<file path="config.mk">
export PLATFORM = sky130hd
export DESIGN_NAME = rc_transfer_bridge_flat
export DESIGN_NICKNAME = d
export VERILOG_FILES = /design/src/rtl/rc_transfer_bridge_if.sv /design/src/rtl/rc_transfer_bridge.sv /design/src/flat_wrapper.sv
export SDC_FILE = /design/constraint.sdc
export NUM_CORES = 1
export LEC_CHECK = 0
export ABC_AREA = 0
export ABC_CLOCK_PERIOD_IN_PS = 1650
export CAP_MARGIN = 20
export CORE_MARGIN = 2
export CORE_UTILIZATION = 37
export DETAILED_ROUTE_END_ITERATION = 12
export GPL_TIMING_DRIVEN = 0
export PLACE_DENSITY_LB_ADDON = 0.08
export SKIP_LAST_GASP = 1
export SYNTH_ARGS = -nofsm -noshare
export SYNTH_HDL_FRONTEND = slang
export SYNTH_SLANG_ARGS = --single-unit
</file>
<file path="constraint.sdc">
create_clock -name clk -period 1.65 [get_ports clk]
set_input_delay 0.2475 -clock clk [delete_from_list [all_inputs] [get_ports clk]]
set_output_delay 0.2475 -clock clk [all_outputs]
set_load 0.005 [all_outputs]
</file>
<file path="src/rtl/rc_transfer_bridge_if.sv">
// Ring-controller request/response channel between the transfer bridge and the RC.
interface rc_transfer_bridge_if;
  logic        rc_req_valid;
  logic        rc_req_ready;
  logic        rc_req_opcode;
  logic [31:0] rc_req_address;
  logic [31:0] rc_req_data;
  logic        rc_rsp_valid;
  logic        rc_rsp_opcode;
  logic [31:0] rc_rsp_data;

  modport master (
    output rc_req_valid, rc_req_opcode, rc_req_address, rc_req_data,
    input  rc_req_ready, rc_rsp_valid, rc_rsp_opcode, rc_rsp_data
  );

  modport slave (
    input  rc_req_valid, rc_req_opcode, rc_req_address, rc_req_data,
    output rc_req_ready, rc_rsp_valid, rc_rsp_opcode, rc_rsp_data
  );
endinterface

</file>
<file path="src/rtl/rc_transfer_bridge.sv">
// Bridges engine write/read pulses to one RC request/response with per-transfer timeout.
// Optional: define RC_BRIDGE_ALIGN_CHECK_EN to reject non word-aligned addresses.
module rc_transfer_bridge #(
  parameter int TIMEOUT_CYCLES = 1024,
  parameter int CNT_W          = 16
) (
  input  logic                 clk,
  input  logic                 rst,
  input  logic                 write_transfer_valid,
  input  logic                 read_transfer_valid,
  input  logic [31:0]          address,
  input  logic [31:0]          data_out,
  output logic [31:0]          data_in,
  output logic                 write_resp_valid,
  output logic                 read_resp_valid,
  output logic                 rc_timeout,
  output logic                 transfer_err,
  output logic                 busy,
  rc_transfer_bridge_if.master rc
);

  typedef enum logic [1:0] {IDLE, REQ, WAIT_RSP, DONE} state_t;

  state_t           state, state_nxt;
  logic [CNT_W-1:0] cnt;
  logic             one_pulse, any_pulse, misaligned;
  logic             accept, reject, rsp_match, term, tmo;

  assign one_pulse = write_transfer_valid ^ read_transfer_valid;
  assign any_pulse = write_transfer_valid | read_transfer_valid;
  assign rsp_match = rc.rc_rsp_valid && (rc.rc_rsp_opcode == rc.rc_req_opcode);
  assign term      = (cnt == CNT_W'(TIMEOUT_CYCLES - 1));

`ifdef RC_BRIDGE_ALIGN_CHECK_EN
  assign misaligned = |address[1:0];
`else
  assign misaligned = 1'b0;
`endif

  always_ff @(posedge clk) begin
    if (rst) state <= IDLE;
    else     state <= state_nxt;
  end

  always_comb begin
    state_nxt = state;
    accept    = 1'b0;
    reject    = 1'b0;
    tmo       = 1'b0;
    case (state)
      IDLE: begin
        if (one_pulse && !misaligned) begin
          accept    = 1'b1;
          state_nxt = REQ;
        end else if (any_pulse) begin
          reject = 1'b1;
        end
      end
      REQ: begin
        reject = any_pulse;
        // Timeout has priority over a late handshake; only a matching response can beat it.
        if (term) begin
          tmo       = 1'b1;
          state_nxt = IDLE;
        end else if (rc.rc_req_ready) begin
          state_nxt = WAIT_RSP;
        end
      end
      WAIT_RSP: begin
        reject = any_pulse;
        if (rsp_match) begin
          state_nxt = DONE;
        end else if (term) begin
          tmo       = 1'b1;
          state_nxt = IDLE;
        end
      end
      DONE: begin
        reject    = any_pulse;
        state_nxt = IDLE;
      end
      default: state_nxt = IDLE;
    endcase
  end

  always_ff @(posedge clk) begin
    if (rst) begin
      cnt               <= '0;
      data_in           <= '0;
      rc_timeout        <= 1'b0;
      transfer_err      <= 1'b0;
      rc.rc_req_opcode  <= 1'b0;
      rc.rc_req_address <= '0;
      rc.rc_req_data    <= '0;
    end else begin
      rc_timeout   <= tmo;
      transfer_err <= reject;
      if (accept) begin
        cnt               <= '0;
        rc.rc_req_opcode  <= write_transfer_valid;
        rc.rc_req_address <= address;
        rc.rc_req_data    <= write_transfer_valid ? data_out : 32'h0;
      end else if ((state == REQ || state == WAIT_RSP) && cnt != CNT_W'(TIMEOUT_CYCLES)) begin
        cnt <= cnt + 1'b1;
      end
      if (state == WAIT_RSP && rsp_match && !rc.rc_req_opcode)
        data_in <= rc.rc_rsp_data;
    end
  end

  assign rc.rc_req_valid  = (state == REQ);
  assign busy             = (state != IDLE);
  assign write_resp_valid = (state == DONE) &&  rc.rc_req_opcode;
  assign read_resp_valid  = (state == DONE) && !rc.rc_req_opcode;

endmodule

</file>
<file path="src/flat_wrapper.sv">
// flat-port wrapper written by rule: the top's interface ports become plain ports
module rc_transfer_bridge_flat 
#(
  parameter int TIMEOUT_CYCLES = 1024,
  parameter int CNT_W          = 16
)
  (clk, rst, write_transfer_valid, read_transfer_valid, address, data_out, data_in, write_resp_valid, read_resp_valid, rc_timeout, transfer_err, busy, rc_rc_req_valid, rc_rc_req_opcode, rc_rc_req_address, rc_rc_req_data, rc_rc_req_ready, rc_rc_rsp_valid, rc_rc_rsp_opcode, rc_rc_rsp_data);
  rc_transfer_bridge_if rc_i ();
  input  logic clk;
  input  logic rst;
  input  logic write_transfer_valid;
  input  logic read_transfer_valid;
  input  logic [31:0] address;
  input  logic [31:0] data_out;
  output logic [31:0] data_in;
  output logic write_resp_valid;
  output logic read_resp_valid;
  output logic rc_timeout;
  output logic transfer_err;
  output logic busy;
  output wire logic [$bits(rc_i.rc_req_valid)-1:0] rc_rc_req_valid;
  output wire logic [$bits(rc_i.rc_req_opcode)-1:0] rc_rc_req_opcode;
  output wire logic [$bits(rc_i.rc_req_address)-1:0] rc_rc_req_address;
  output wire logic [$bits(rc_i.rc_req_data)-1:0] rc_rc_req_data;
  input wire logic [$bits(rc_i.rc_req_ready)-1:0] rc_rc_req_ready;
  input wire logic [$bits(rc_i.rc_rsp_valid)-1:0] rc_rc_rsp_valid;
  input wire logic [$bits(rc_i.rc_rsp_opcode)-1:0] rc_rc_rsp_opcode;
  input wire logic [$bits(rc_i.rc_rsp_data)-1:0] rc_rc_rsp_data;
  assign rc_rc_req_valid = rc_i.rc_req_valid;
  assign rc_rc_req_opcode = rc_i.rc_req_opcode;
  assign rc_rc_req_address = rc_i.rc_req_address;
  assign rc_rc_req_data = rc_i.rc_req_data;
  assign rc_i.rc_req_ready = rc_rc_req_ready;
  assign rc_i.rc_rsp_valid = rc_rc_rsp_valid;
  assign rc_i.rc_rsp_opcode = rc_rc_rsp_opcode;
  assign rc_i.rc_rsp_data = rc_rc_rsp_data;
  rc_transfer_bridge #(.TIMEOUT_CYCLES(TIMEOUT_CYCLES), .CNT_W(CNT_W)) u_core (.clk(clk), .rst(rst), .write_transfer_valid(write_transfer_valid), .read_transfer_valid(read_transfer_valid), .address(address), .data_out(data_out), .data_in(data_in), .write_resp_valid(write_resp_valid), .read_resp_valid(read_resp_valid), .rc_timeout(rc_timeout), .transfer_err(transfer_err), .busy(busy), .rc(rc_i));
endmodule
</file>
After elaboration in Yosys (flattened, before gate mapping)
Cells that the tools add are included.
{"block": "totals", "regBits": 117, "in_bits": 103, "out_inout_bits": 103, "word_cells": 48}
{"block": "classes", "add_sub_neg": 1, "eq_ne": 9, "n_mux": 15, "n_bitwise": 2, "n_reduce_logical": 13}
{"operator": "32-bit 2-to-1 mux", "n": 1}
{"operator": "16-bit by 1-bit adder with 16-bit output, second input constant", "n": 1}
{"operator": "16-bit by 10-bit == test with 1-bit output, second input constant", "n": 1}
{"operator": "16-bit by 11-bit != test with 1-bit output, second input constant", "n": 1}
{"operator": "2-bit 2-to-1 mux", "n": 5}
{"operator": "2-bit case mux with 4 select lines", "n": 1}
{"operator": "1-bit logical AND", "n": 6}
{"operator": "1-bit 2-to-1 mux", "n": 6}
{"operator": "3-bit by 1-bit != test with 1-bit output, second input constant", "n": 2}
{"operator": "2-bit == test, second input constant", "n": 2}
{"operator": "1-bit case mux with 2 select lines", "n": 2}
{"operator": "3-bit AND reduction", "n": 1}
{"operator": "3-bit OR reduction", "n": 1}
{"operator": "2-bit by 1-bit == test with 1-bit output, second input constant", "n": 1}
{"operator": "2-bit logical NOT", "n": 1}
{"operator": "2-bit by 1-bit != test with 1-bit output, second input constant", "n": 1}
{"operator": "2-bit nonzero test", "n": 1}
{"operator": "2-bit OR reduction", "n": 1}
{"operator": "1-bit == test", "n": 1}
{"operator": "1-bit logical NOT", "n": 1}
{"operator": "1-bit logical OR", "n": 1}
{"operator": "1-bit bitwise OR", "n": 1}
{"operator": "1-bit bitwise XOR", "n": 1}

Logic depth before layout (Yosys ltp)
{"block": "logic_depth", "word_depth": 4, "ltp_mapped": 8, "ltp_nobuf": 6}

Least setup slack after synthesis
OpenSTA, ideal clock, no wires.
{"block": "synth_path", "kind": "register to register", "startpoint": "reg u_core.state[0]", "endpoint": "reg u_core.rc.rc_req_data[0]", "setup_time_ns": 0.060, "arrival_ns": 1.728, "required_ns": 1.590, "slack_ns": -0.138, "path_stages_with_launch": 8, "path_buffers": 2, "synth_period_minus_slack_ns": 1.788, "cell_sequence": "dfxtp_1 > inv_1 > ha_1 > and2_1 > clkbuf_1 > nor2_1 > clkbuf_1 > a22o_1"}
{"block": "synth_between", "elab_chain_cells": 2}
{"item": "start: declaration", "line": "rc_transfer_bridge.sv:24", "source": "state_t state, state_nxt;"}
{"item": "start signal: assignment", "line": "rc_transfer_bridge.sv:42", "source": "else state <= state_nxt;"}
{"item": "2-bit logical NOT", "line": "rc_transfer_bridge.sv:50", "source": "case (state)"}
{"item": "1-bit 2-to-1 mux", "line": "rc_transfer_bridge.sv:50"}
{"item": "end signal: assignment", "line": "rc_transfer_bridge.sv:102", "source": "rc.rc_req_data <= write_transfer_valid ? data_out : 32'h0;"}
{"item": "end: declaration", "line": "rc_transfer_bridge_if.sv:13", "source": "output rc_req_valid, rc_req_opcode, rc_req_address, rc_req_data,"}
Every way passes these cells.
A chain may end at the register's enable or synchronous reset.

Worst setup path in the final report
{"block": "layout_path", "startpoint": "reg u_core.state[0]", "endpoint": "out write_resp_valid"}
{"block": "layout_between", "elab_chain_cells": 2}
{"item": "2-bit == test", "line": "rc_transfer_bridge.sv:113", "source": "assign write_resp_valid = (state == DONE) && rc.rc_req_opcode;"}
{"item": "1-bit logical AND", "line": "rc_transfer_bridge.sv:113"}
{"item": "end: declaration", "line": "flat_wrapper.sv:16", "source": "output logic write_resp_valid;"}
Every way passes these cells.

==> key figures <==
STA
  – Final count of negative-setup-slack endpoints: 0
  – Peak Freq: 625 MHz
  – Final hold slack: 0.324 ns
  – RSZ-0062 raised after global routing: no
  – Worst Tran Pin Value: 0.508 ns
  – Fin crit share: 97.0%
  – Number of failing hold endpoints at the final stage: 0
  – Slew HR: 66.2%
  – Max-slew violations: 0
  – Minimum clock period: 1.60 ns
  – Largest clock skew in the final design: 0.00678 ns

Synth
  – Leading cell types by total area after synthesis: sky130_fd_sc_hd__dfxtp_1 (55%), sky130_fd_sc_hd__nand2_1 (12%), sky130_fd_sc_hd__a21oi_1 (8.1%)
  – Avg Synthesized Cell Area: 8.79 um2
  – Asr flop ratio synth: 0%
  – Number of flip-flops and latches in the synthesized netlist: 117
  – EDFF count, synth: 0
  – Most area-hungry cell type in the Yosys netlist: sky130_fd_sc_hd__dfxtp_1
  – Number of warning messages in the yosys log: 0
  – Share of synthesized area occupied by flip-flops and latches: 54.9%
  – Post-Synthesis Cells: 485
  – Net count after synthesis: 597
  – Number of unique standard cell types used by synthesis: 34
  – Dominant synthesized flop cell: sky130_fd_sc_hd__dfxtp_1
  – Mapped cell area: 4260 um2
  – Share of the synthesized area in the top cell type: 54.9%

Routing
  – Routed length per instance: 14.7 um
  – Remaining number of nets flagged by the antenna check after routing: 0
  – Number of DRC markers in iteration 0: 192
  – Total via count after detailed routing: 4,231
  – DR vias/cell: 4.86
  – Number of detailed-routing iterations run before antenna repair: 4
  – Post-route DRC: 0
  – Final wirelength: 12,800 um

Global routing
  – Initial antenna violation count: 0
  – Wire length of the first global-routing pass: 20,800 um
  – Tot GR Track Use: 20.8%
  – Maximum number of pins on one net before global-route repair: 17
  – Vias in the first global route: 4,206
  – Final global-route overflow total: 0

Worst setup path
  – Critical path depth: 3
  – Crit Path Category: flop to output port
  – Worst Setup EP: write_resp_valid
  – Timing startpoint of the critical path: u_core.state[0]
  – CP arrival: 1.35 ns
  – Worst setup EP type: output port
  – Buffers plus inverters on the worst setup path: 1
  – CP Launch Type: flop
  – WP data required: 1.40 ns
  – Slowest stage cell, crit path: sky130_fd_sc_hd__dfxtp_4
  – Number of cells traversed by the worst register-to-register path: 6
  – Crit path cell chain: ha_2 > and2_1 > dlygate4sd2_1
  – Worst flop-to-flop path startpoint: u_core.state[1]
  – End of the worst register-to-register path: u_core.cnt[15]
  – Crit-path leading delay family: flip-flops
  – Critical path peak fanout: 3
  – Crit-path max cell delay: 0.35 ns
  – Internal reg-to-reg setup slack: 0.08 ns

Floorplan
  – Core Box Area: 11,300 um2
  – Starting density of the core: 37.7%
  – Ports placed on the boundary: 206
  – Number of standard-cell rows in the floorplan: 39
  – Floorplan die area: 12,400 um2
  – Die X-Extent: 111 um
  – Height of the die: 111 um

Outcome
  – Outcome: complete, no violations

Layout
  – Ratio of cells with drive above 1 in the final layout: 12.8%
  – Final-layout fill cell count: 999
  – Commonest cells after routing, fill and taps aside: sky130_fd_sc_hd__clkdlybuf4s50_1 (200), sky130_fd_sc_hd__nand2_1 (140), sky130_fd_sc_hd__dfxtp_1 (107)
  – Fin area: 7300 um2
  – Final #Nets: 827
  – Total inserted antenna cells: 0
  – Area growth from synthesis to layout: 71.2%
  – Leading cell type in the layout, fill and taps excluded: sky130_fd_sc_hd__clkdlybuf4s50_1
  – Utilization after layout: 64.5%

Placed design
  – Placement Cell Area: 6510 um2
  – HPWL after detailed placement: 9290 um
  – Final weighted congestion of routability-driven global placement: 0.816
  – Port bufs: 204

Run
  – Number of max-cap violations: 0

Pwr
  – Peak VDD IR: 0.000636 V
  – Power, Total: 8.83 mW
  – Power density relative to cell area: 1210 nW/um2
  – Leakage power of the design: 2.73 nW

Clocking
  – Worst skew pair latency: 0.41 ns
  – CTS tree: done
  – Clock Sinks: 117
  – Clock transition at path regs: 0.05 ns
  – Number of levels in the clock H-tree: 4
  – Max clock buf depth: 2
  – TritonCTS buffer count: 17
  – Hold-fix buffers at CTS: 0
  – Root buffer selected by CTS: sky130_fd_sc_hd__clkbuf_16

Hold path
  – Worst min path class: primary input to flop
## per-layer routing
layer / track usage, % / share of wire [%] / up-vias
met1: 23.5 / 42 / 1940
li1: - / - / 2105
met5: 0 / 0 / -
met4: 9.14 / 2.4 / 0
met2: 35.1 / 47 / 161
met3: 8.00 / 8.9 / 25
## tightest hold or removal path, stage by stage
cell                      delay [ns]
sky130_fd_sc_hd__buf_2          0.25
sky130_fd_sc_hd__a31o_1         0.15
sky130_fd_sc_hd__a21oi_1        0.04
## sequential cells by signal, summed over array words and instances (netlist names)
name	count
u_core.rc.rc_req_address	32
u_core.transfer_err	1
u_core.rc_timeout	1
u_core.rc.rc_req_opcode	1
u_core.rc.rc_req_data	32
u_core.state	2
u_core.cnt	16
u_core.data_in	32
## layout make-up
cell class	instances	area (um2)	area share (%)
Buffer	28	170	2.33
Clock buffer	21	440	6.03
Clock inverter	11	110	1.51
Inverter	8	35.0	0.480
Multi-Input combinational cell	329	1890	25.9
Sequential cell	117	2360	32.4
Tap cell	143	179	2.45
Timing Repair Buffer	214	2110	28.9
## logic make-up (layout without fill, tap and decap cells)
group | Yosys count | count (layout) | share of synthesized area [%]
flops | 117 | 117 | 54.9
compound gates | 115 | 115 | 16.9
fa+ha+maj | 9 | 9 | 2.64
simple gates | 194 | 194 | 19.7
buf+inv | 39 | 282 | 3.64
xor+xnor | 11 | 11 | 2.26
## cell usage after synthesis, types with 2 or more instances
| library cell | instances |
|---|---|
| sky130_fd_sc_hd__nor2_1 | 18 |
| sky130_fd_sc_hd__nor4_1 | 2 |
| sky130_fd_sc_hd__and2_1 | 3 |
| sky130_fd_sc_hd__nand4_1 | 7 |
| sky130_fd_sc_hd__a22o_1 | 32 |
| sky130_fd_sc_hd__nand2_1 | 141 |
| sky130_fd_sc_hd__xor2_1 | 9 |
| sky130_fd_sc_hd__o211ai_1 | 2 |
| sky130_fd_sc_hd__a21oi_1 | 69 |
| sky130_fd_sc_hd__ha_1 | 9 |
| sky130_fd_sc_hd__or4_1 | 2 |
| sky130_fd_sc_hd__inv_1 | 8 |
| sky130_fd_sc_hd__dfxtp_1 | 117 |
| sky130_fd_sc_hd__o21ai_1 | 2 |
| sky130_fd_sc_hd__clkbuf_1 | 24 |
| sky130_fd_sc_hd__xnor2_1 | 2 |
| sky130_fd_sc_hd__or3_1 | 3 |
| sky130_fd_sc_hd__o21ai_0 | 4 |
| sky130_fd_sc_hd__o31ai_1 | 2 |
| sky130_fd_sc_hd__nor3_1 | 3 |
| sky130_fd_sc_hd__nand3_1 | 4 |
| sky130_fd_sc_hd__buf_2 | 7 |
| sky130_fd_sc_hd__and4_4 | 2 |
| sky130_fd_sc_hd__nor4b_1 | 2 |
| sky130_fd_sc_hd__nor2b_1 | 2 |
## power breakdown
part	leakage (nW)	internal (mW)	switching (mW)
clock	0.270	2.20	1.24
combinational	1.50	1.15	0.955
sequential	0.956	3.11	0.173
total	2.73	6.46	2.37
## through the flow
stage / std cells / setup TNS [ns] / setup slack (ns)
global route: 871 / 0 / 0.000827
global placement: 832 / -67.86 / -0.952
floorplan: 485 / 0 / 0.00337
CTS: 871 / -0.527 / -0.0492
finish: 871 / 0 / 0.0498
detailed placement: 832 / -72.50 / -1.04
## what timing repair did
action                                  4_1_cts  5_1_grt
endpoints found under the setup margin      115       79
cloned                                        0        0
gates resized for setup                      38       46
setup buffers                                 9        1
pin swaps                                     5        4
## how the worst min path moves through the flow
stage                                to  cells after the start              start  slack, ns
3_3_place_gp          u_core.data_in[7]                      2  u_core.data_in[7]       0.44
4_1_cts                 u_core.state[0]                      3                rst       0.31
5_1_grt                 u_core.state[1]                      3                rst       0.36
6_report                u_core.state[0]                      3                rst       0.32
2_1_floorplan  u_core.rc.rc_req_data[0]                      1        data_out[0]       0.38
3_5_place_dp          u_core.data_in[7]                      2  u_core.data_in[7]       0.45
Note: power is estimated with default switching activity, not from simulation.
